File: src/rtl/fetch_pkg.sv
// Shared fetch-side types and constants: the queued packet format and exception codes.
package fetch_pkg;

    typedef struct packed {
        logic [31:0] pc;
        logic [31:0] instr;
        logic [7:0]  exc;
    } fetch_pkt_t;

    localparam logic [7:0]  EXC_NONE          = 8'h00;
    localparam logic [7:0]  EXC_MISALIGNED_PC = 8'h84;
    localparam logic [31:0] NOP_WORD          = 32'h0000_0000;

    // A faulting fetch must never carry live instruction bits into decode.
    function automatic fetch_pkt_t scrub_pkt(input logic [31:0] pc,
                                             input logic [31:0] instr,
                                             input logic [7:0]  exc);
        fetch_pkt_t p;
        p.pc    = pc;
        p.exc   = exc;
        p.instr = (exc != EXC_NONE) ? NOP_WORD : instr;
        return p;
    endfunction

endpackage

File: src/rtl/fetch_queue_if.sv
// Fetch-to-decode queue bus: incoming fetch packet, decode head and throttle/status.
interface fetch_queue_if;

    logic        clk_en;
    logic        flush;
    logic        bubble_in;
    logic [31:0] pc_in;
    logic [31:0] instr_in;
    logic [7:0]  exc_in;
    logic        decode_stall;
    logic        bubble_out;
    logic [31:0] pc_out;
    logic [31:0] instr_out;
    logic [7:0]  exc_out;
    logic        stall_out;
    logic        overflow;

    modport master (
        output clk_en, flush, bubble_in, pc_in, instr_in, exc_in, decode_stall,
        input  bubble_out, pc_out, instr_out, exc_out, stall_out, overflow
    );

    modport slave (
        input  clk_en, flush, bubble_in, pc_in, instr_in, exc_in, decode_stall,
        output bubble_out, pc_out, instr_out, exc_out, stall_out, overflow
    );

endinterface

File: src/rtl/fetch_queue_ram.sv
// Packet storage for the fetch queue: one write port, combinational read, contents not reset.
module fetch_queue_ram
    import fetch_pkg::*;
#(
    parameter int DEPTH = 4,
    parameter int AW    = $clog2(DEPTH)
) (
    input  logic            clk,
    input  logic            we,
    input  logic [AW-1:0]   waddr,
    input  fetch_pkt_t      wdata,
    input  logic [AW-1:0]   raddr,
    output fetch_pkt_t      rdata
);

    fetch_pkt_t mem_r [DEPTH];

    // Write port
    always_ff @(posedge clk) begin
        if (we) begin
            mem_r[waddr] <= wdata;
        end
    end

    assign rdata = mem_r[raddr];

endmodule

File: src/rtl/fetch_queue.sv
// Instruction queue between fetch and decode; throttles fetch early enough to absorb
// the packets already in flight.
module fetch_queue
    import fetch_pkg::*;
#(
    parameter int DEPTH = 4,
    parameter int SLACK = 2
) (
    input  logic          clk,
    input  logic          rst,
    fetch_queue_if.slave  q
);

    localparam int AW = $clog2(DEPTH);
    localparam int CW = AW + 1;
    localparam logic [CW-1:0] FULL_C     = CW'(DEPTH);
    localparam logic [CW-1:0] THROTTLE_C = CW'(DEPTH - SLACK);
    localparam logic [CW-1:0] CNT_ONE    = CW'(1);
    localparam logic [AW-1:0] PTR_ONE    = AW'(1);

    logic [AW-1:0] wr_ptr_r;
    logic [AW-1:0] rd_ptr_r;
    logic [CW-1:0] count_r;
    logic [CW-1:0] count_s;
    logic          stall_r;
    logic          overflow_r;
    logic          push_s;
    logic          pop_s;
    logic          accept_s;
    logic          drop_s;
    fetch_pkt_t    head_s;

    // Handshake decode and next occupancy
    always_comb begin
        push_s   = q.clk_en & ~q.flush & ~q.bubble_in;
        pop_s    = q.clk_en & ~q.flush & ~q.decode_stall & (count_r != {CW{1'b0}});
        accept_s = push_s & ((count_r != FULL_C) | pop_s);
        drop_s   = push_s & (count_r == FULL_C) & ~pop_s;
        count_s  = count_r;
        if (!q.clk_en) begin
            count_s = count_r;
        end else if (q.flush) begin
            count_s = {CW{1'b0}};
        end else begin
            case ({accept_s, pop_s})
                2'b10:   count_s = count_r + CNT_ONE;
                2'b01:   count_s = count_r - CNT_ONE;
                default: count_s = count_r;
            endcase
        end
    end

    // Pointers, occupancy, registered throttle and sticky overflow
    always_ff @(posedge clk or posedge rst) begin
        if (rst) begin
            wr_ptr_r   <= {AW{1'b0}};
            rd_ptr_r   <= {AW{1'b0}};
            count_r    <= {CW{1'b0}};
            stall_r    <= 1'b0;
            overflow_r <= 1'b0;
        end else if (q.clk_en) begin
            if (q.flush) begin
                wr_ptr_r <= {AW{1'b0}};
                rd_ptr_r <= {AW{1'b0}};
            end else begin
                if (accept_s) begin
                    wr_ptr_r <= wr_ptr_r + PTR_ONE;
                end
                if (pop_s) begin
                    rd_ptr_r <= rd_ptr_r + PTR_ONE;
                end
            end
            count_r <= count_s;
            stall_r <= (count_s >= THROTTLE_C);
            if (drop_s) begin
                overflow_r <= 1'b1;
            end
        end
    end

    fetch_queue_ram #(.DEPTH(DEPTH), .AW(AW)) u_ram (
        .clk   (clk),
        .we    (accept_s),
        .waddr (wr_ptr_r),
        .wdata (scrub_pkt(q.pc_in, q.instr_in, q.exc_in)),
        .raddr (rd_ptr_r),
        .rdata (head_s)
    );

    // Head presentation; an empty queue shows a clean bubble
    always_comb begin
        if (count_r == {CW{1'b0}}) begin
            q.bubble_out = 1'b1;
            q.pc_out     = 32'h0000_0000;
            q.instr_out  = NOP_WORD;
            q.exc_out    = EXC_NONE;
        end else begin
            q.bubble_out = 1'b0;
            q.pc_out     = head_s.pc;
            q.instr_out  = head_s.instr;
            q.exc_out    = head_s.exc;
        end
    end

    assign q.stall_out = stall_r;
    assign q.overflow  = overflow_r;

endmodule

File: src/flat_wrapper.sv
// flat-port wrapper written by rule: the top's interface ports become plain ports
module fetch_queue_flat import fetch_pkg::*;
#(
    parameter int DEPTH = 4,
    parameter int SLACK = 2
)
  (clk, rst, q_clk_en, q_flush, q_bubble_in, q_pc_in, q_instr_in, q_exc_in, q_decode_stall, q_bubble_out, q_pc_out, q_instr_out, q_exc_out, q_stall_out, q_overflow);
  fetch_queue_if q_i ();
  input  logic clk;
  input  logic rst;
  input wire logic [$bits(q_i.clk_en)-1:0] q_clk_en;
  input wire logic [$bits(q_i.flush)-1:0] q_flush;
  input wire logic [$bits(q_i.bubble_in)-1:0] q_bubble_in;
  input wire logic [$bits(q_i.pc_in)-1:0] q_pc_in;
  input wire logic [$bits(q_i.instr_in)-1:0] q_instr_in;
  input wire logic [$bits(q_i.exc_in)-1:0] q_exc_in;
  input wire logic [$bits(q_i.decode_stall)-1:0] q_decode_stall;
  output wire logic [$bits(q_i.bubble_out)-1:0] q_bubble_out;
  output wire logic [$bits(q_i.pc_out)-1:0] q_pc_out;
  output wire logic [$bits(q_i.instr_out)-1:0] q_instr_out;
  output wire logic [$bits(q_i.exc_out)-1:0] q_exc_out;
  output wire logic [$bits(q_i.stall_out)-1:0] q_stall_out;
  output wire logic [$bits(q_i.overflow)-1:0] q_overflow;
  assign q_i.clk_en = q_clk_en;
  assign q_i.flush = q_flush;
  assign q_i.bubble_in = q_bubble_in;
  assign q_i.pc_in = q_pc_in;
  assign q_i.instr_in = q_instr_in;
  assign q_i.exc_in = q_exc_in;
  assign q_i.decode_stall = q_decode_stall;
  assign q_bubble_out = q_i.bubble_out;
  assign q_pc_out = q_i.pc_out;
  assign q_instr_out = q_i.instr_out;
  assign q_exc_out = q_i.exc_out;
  assign q_stall_out = q_i.stall_out;
  assign q_overflow = q_i.overflow;
  fetch_queue #(.DEPTH(DEPTH), .SLACK(SLACK)) u_core (.clk(clk), .rst(rst), .q(q_i));
endmodule
File: config.mk
export PLATFORM = sky130hd
export DESIGN_NAME = fetch_queue_flat
export DESIGN_NICKNAME = d
export VERILOG_FILES = /design/src/rtl/fetch_pkg.sv /design/src/rtl/fetch_queue_if.sv /design/src/rtl/fetch_queue_ram.sv /design/src/rtl/fetch_queue.sv /design/src/flat_wrapper.sv
export SDC_FILE = /design/constraint.sdc
export NUM_CORES = 1
export LEC_CHECK = 0
export ABC_AREA = 1
export BUFFER_PORTS_ARGS = -buffer_cell sky130_fd_sc_hd__buf_4
export CAP_MARGIN = 5
export CELL_PAD_IN_SITES_DETAIL_PLACEMENT = 1
export CELL_PAD_IN_SITES_GLOBAL_PLACEMENT = 1
export CORE_ASPECT_RATIO = 1.1
export CORE_MARGIN = 2
export CORE_UTILIZATION = 25
export DETAILED_ROUTE_END_ITERATION = 8
export GPL_TIMING_DRIVEN = 0
export PLACE_DENSITY_LB_ADDON = 0.1
export REMOVE_ABC_BUFFERS = 1
export SLEW_MARGIN = 20
export SYNTH_ARGS = -nofsm -noshare
export SYNTH_HDL_FRONTEND = slang
export SYNTH_SLANG_ARGS = --single-unit
File: constraint.sdc
create_clock -name clk -period 10 [get_ports clk]
set_input_delay 0.5 -clock clk [delete_from_list [all_inputs] [get_ports clk]]
set_output_delay 0.5 -clock clk [all_outputs]
set_load 0.01 [all_outputs]
==> flow_summary.yaml <==
clock_network:
  cts_tree: "done"
  h-tree-depth: 2
  ctsResizeCount: 0
  cts-buffers-inserted: 36
  clkTransAtPathRegs_ns: 0.06
  cts-root-buf: "clkbuf_16"
  cts_sinks: 297
  clock_path_buffers: 3
  insertion_delay_ns: 0.53
  postCtsSetupRepairBufs: 0
logic_synthesis:
  synth.distinct_cells: 29
  synth-edff-count: 288
  yosys_warnings: 0
  yosysMostFrequentCell: "nor2_1"
  synth_ff_type: "edfxtp_1"
  async_flop_share_pct: 3.03
  synth_area_leader_cell: "edfxtp_1"
  syn_area_per_cell_um2: 12.0
  synthTopCellsByArea: "edfxtp_1 (72%), nor2_1 (10%), o21ai_0 (5.0%), a21oi_1 (3.2%), dfrtp_1 (1.9%)"
  synth_commonest_cells: "nor2_1 (328), edfxtp_1 (288), o21ai_0 (119)"
  syn_area_um2: 12000
  ys_ff_latch: 297
  syn_inst: 999
  synth_seq_area_share_pct: 74.0
  synth_top_area_share_pct: 72.1
power:
  power_density_nw_per_um2: 235
  irDropWorstVdd_mv: 0.105
  p_leak_nw: 5.69
floorplan:
  chipWidth_um: 213
  die_h_um: 234
  die_area_um2: 49700
  initial_core_util_pct: 25.2
  rows: 84
  io_pins: 153
  core_area_um2: 47600
min_path:
  hold_path_class: "primary input to register"
worst_setup_path:
  crit_family: "buffers and inverters"
  cp.buffers_inverters: 5
  start_kind: "register"
  cp_slowest_cell: "dfrtp_4"
  path_class: "register to output port"
  crit_required_ns: 9.50
  endpoint_kind: "output port"
  crit_top_cell: "buf_16"
  crit_path_max_incr_delay_ns: 0.58
  path_cells: "buf_12, buf_16, inv_8, buf_16, o21ai_0, a21oi_1, buf_4"
  worstPathMaxFanout: 100
  worstPathArrival_ns: 2.84
layout:
  post-route-cell-area_um2: 15500
  finalNetCount: 1239
  area_growth_pct: 29.5
  num_antenna_cells: 0
  layout-drive-gt1-share_pct: 21.1
place:
  gp_congestion: 0.696
  dpl.hpwl_mm: 19.7
  place_area_um2: 14300
  port-buffer-count: 152
job:
  max_cap_violations: 0
timing:
  fin_setup_tns_ns: 0
  worstMarginPinSlew_ns: 0.671
  min_period_over_period_pct: 33.4
  grt_setup_unrepaired: "false"
  slew_headroom_pct: 55.2
  fmaxAchievable_ghz: 0.300
  clock_skew_ns: 0.0162
  hold_viol_final: 0
  hold_ws_ns: 0.172
  setup_viol: 0
  fin_crit_ns: 3.34
  finalMaxSlewViolations: 0
global_route:
  antenna_found_initial: 0
  grt_pass1_vias: 8341
  grt_max_degree: 101
  grt_pass1_wl_mm: 49.9
  grt.total_usage_pct: 13.6
  grt_overflow_total: 0
detailed_routing:
  drtIter0Drc: 216
  wire_per_inst_um: 18.2
  detail-route-antenna-nets: 0
  dr.pass1.iters: 4
  viasPerCell: 4.31
  wl_mm: 33.2
  vias: 7873
  drc: 0
outcome:
  status: "complete, no violations"
power breakdown:
group	total [mW]	switching [mW]	internal, mW
registers	1.42	0.0260	1.39
clock network	1.33	0.500	0.827
logic	0.894	0.537	0.357
per-stage QoR:
stage | power, mW | cells | setup WS [ns] | util (%)
2_1_floorplan | 1.84 | 941 | 5.03 | -
3_3_place_gp | 2.35 | 1738 | -0.397 | 28.7
3_5_place_dp | 2.38 | 1762 | 7.12 | 30.1
4_1_cts | 3.73 | 1826 | 6.54 | 32.6
5_1_grt | 3.84 | 1826 | 6.41 | 32.6
6_report | 3.64 | 1826 | 6.66 | 32.6
worst paths after layout:
kind | from | end | slack, ns | depth (start not counted)
min in group asynchronous | rst | u_core.wr_ptr_r[0]$_DFFE_PP0P_ | 0.53 | 3
setup / recovery | u_core.rd_ptr_r[0]$_DFFE_PP0P_ | q_exc_out[7] | 6.66 | 7
max in group asynchronous | rst | u_core.rd_ptr_r[0]$_DFFE_PP0P_ | 9.13 | 3
hold / removal | q_pc_in[6] | u_core.u_ram.mem_r[1][46]$_DFFE_PP_ | 0.17 | 1
setup reg to reg | register | u_core.u_ram.mem_r[3][63]$_DFFE_PP_ | 7.59 | 8
hold reg to reg | u_core.q.overflow$_DFFE_PP0P_ | u_core.q.overflow$_DFFE_PP0P_ | 0.48 | 1
cell families (layout without fill, tap and decap cells):
kind of cell    Yosys count  count (layout)  synth area share (%)
compound gates          230             230                  9.74
buf+inv                 109             291                  3.79
simple gates            358             358                  11.9
flops                   297             297                  74.0
fa+ha+maj                 5               5                 0.585
flip-flops by register name, indices dropped and copies added (netlist names), named ones only:
register,cells
u_core.q.overflow,1
u_core.q.stall_out,1
u_core.wr_ptr_r,2
u_core.count_r,2
u_core.rd_ptr_r,2
u_core.u_ram.mem_r,288
final cells by class:
type | count | area [um^2]
flip-flops and latches | 297 | 8880
multi-input cells | 593 | 2690
repair buffers | 177 | 1740
clock inverters | 21 | 248
clock buffers | 42 | 945
inverters | 51 | 209
fillers | 5147 | 32100
well taps | 645 | 807
per-layer routing:
| layer | part of all wire [%] | GRT usage (%) | vias to the layer above | routed length [um] |
|---|---|---|---|---|
| li1 | - | - | 3795 | - |
| met1 | 46 | 17.8 | 3919 | 15400 |
| met2 | 48 | 22.9 | 115 | 16000 |
| met3 | 3.5 | 2.77 | 44 | 1180 |
| met4 | 2.0 | 3.82 | 0 | 671 |
| met5 | 0 | 0 | - | 0 |
cells in the final DEF (no fill, tap or decap), types with 2 or more instances in the layout:
cell,instances
nor2_1,324
edfxtp_1,288
buf_4,152
o21ai_0,119
a21oi_1,77
inv_1,45
clkbuf_16,37
o21ai_1,29
buf_16,14
nand3_1,10
buf_12,10
clkinv_1,9
nand2_1,7
dfrtp_1,7
clkinv_2,6
bufinv_16,6
nor2_4,5
clkbuf_1,5
nand2_2,4
ha_1,4
inv_2,2
nand2_4,2
nand3_2,2
nor4_1,2
inv_6,2
dfrtp_4,2
timing repair:
| action | 4_1_cts | 5_1_grt |
|---|---|---|
| hold endpoints to repair | 9 | 0 |
| setup endpoints to repair | 0 | 0 |
| hold buffers | 1 | 0 |
Power figures use the tool's default switching activity.
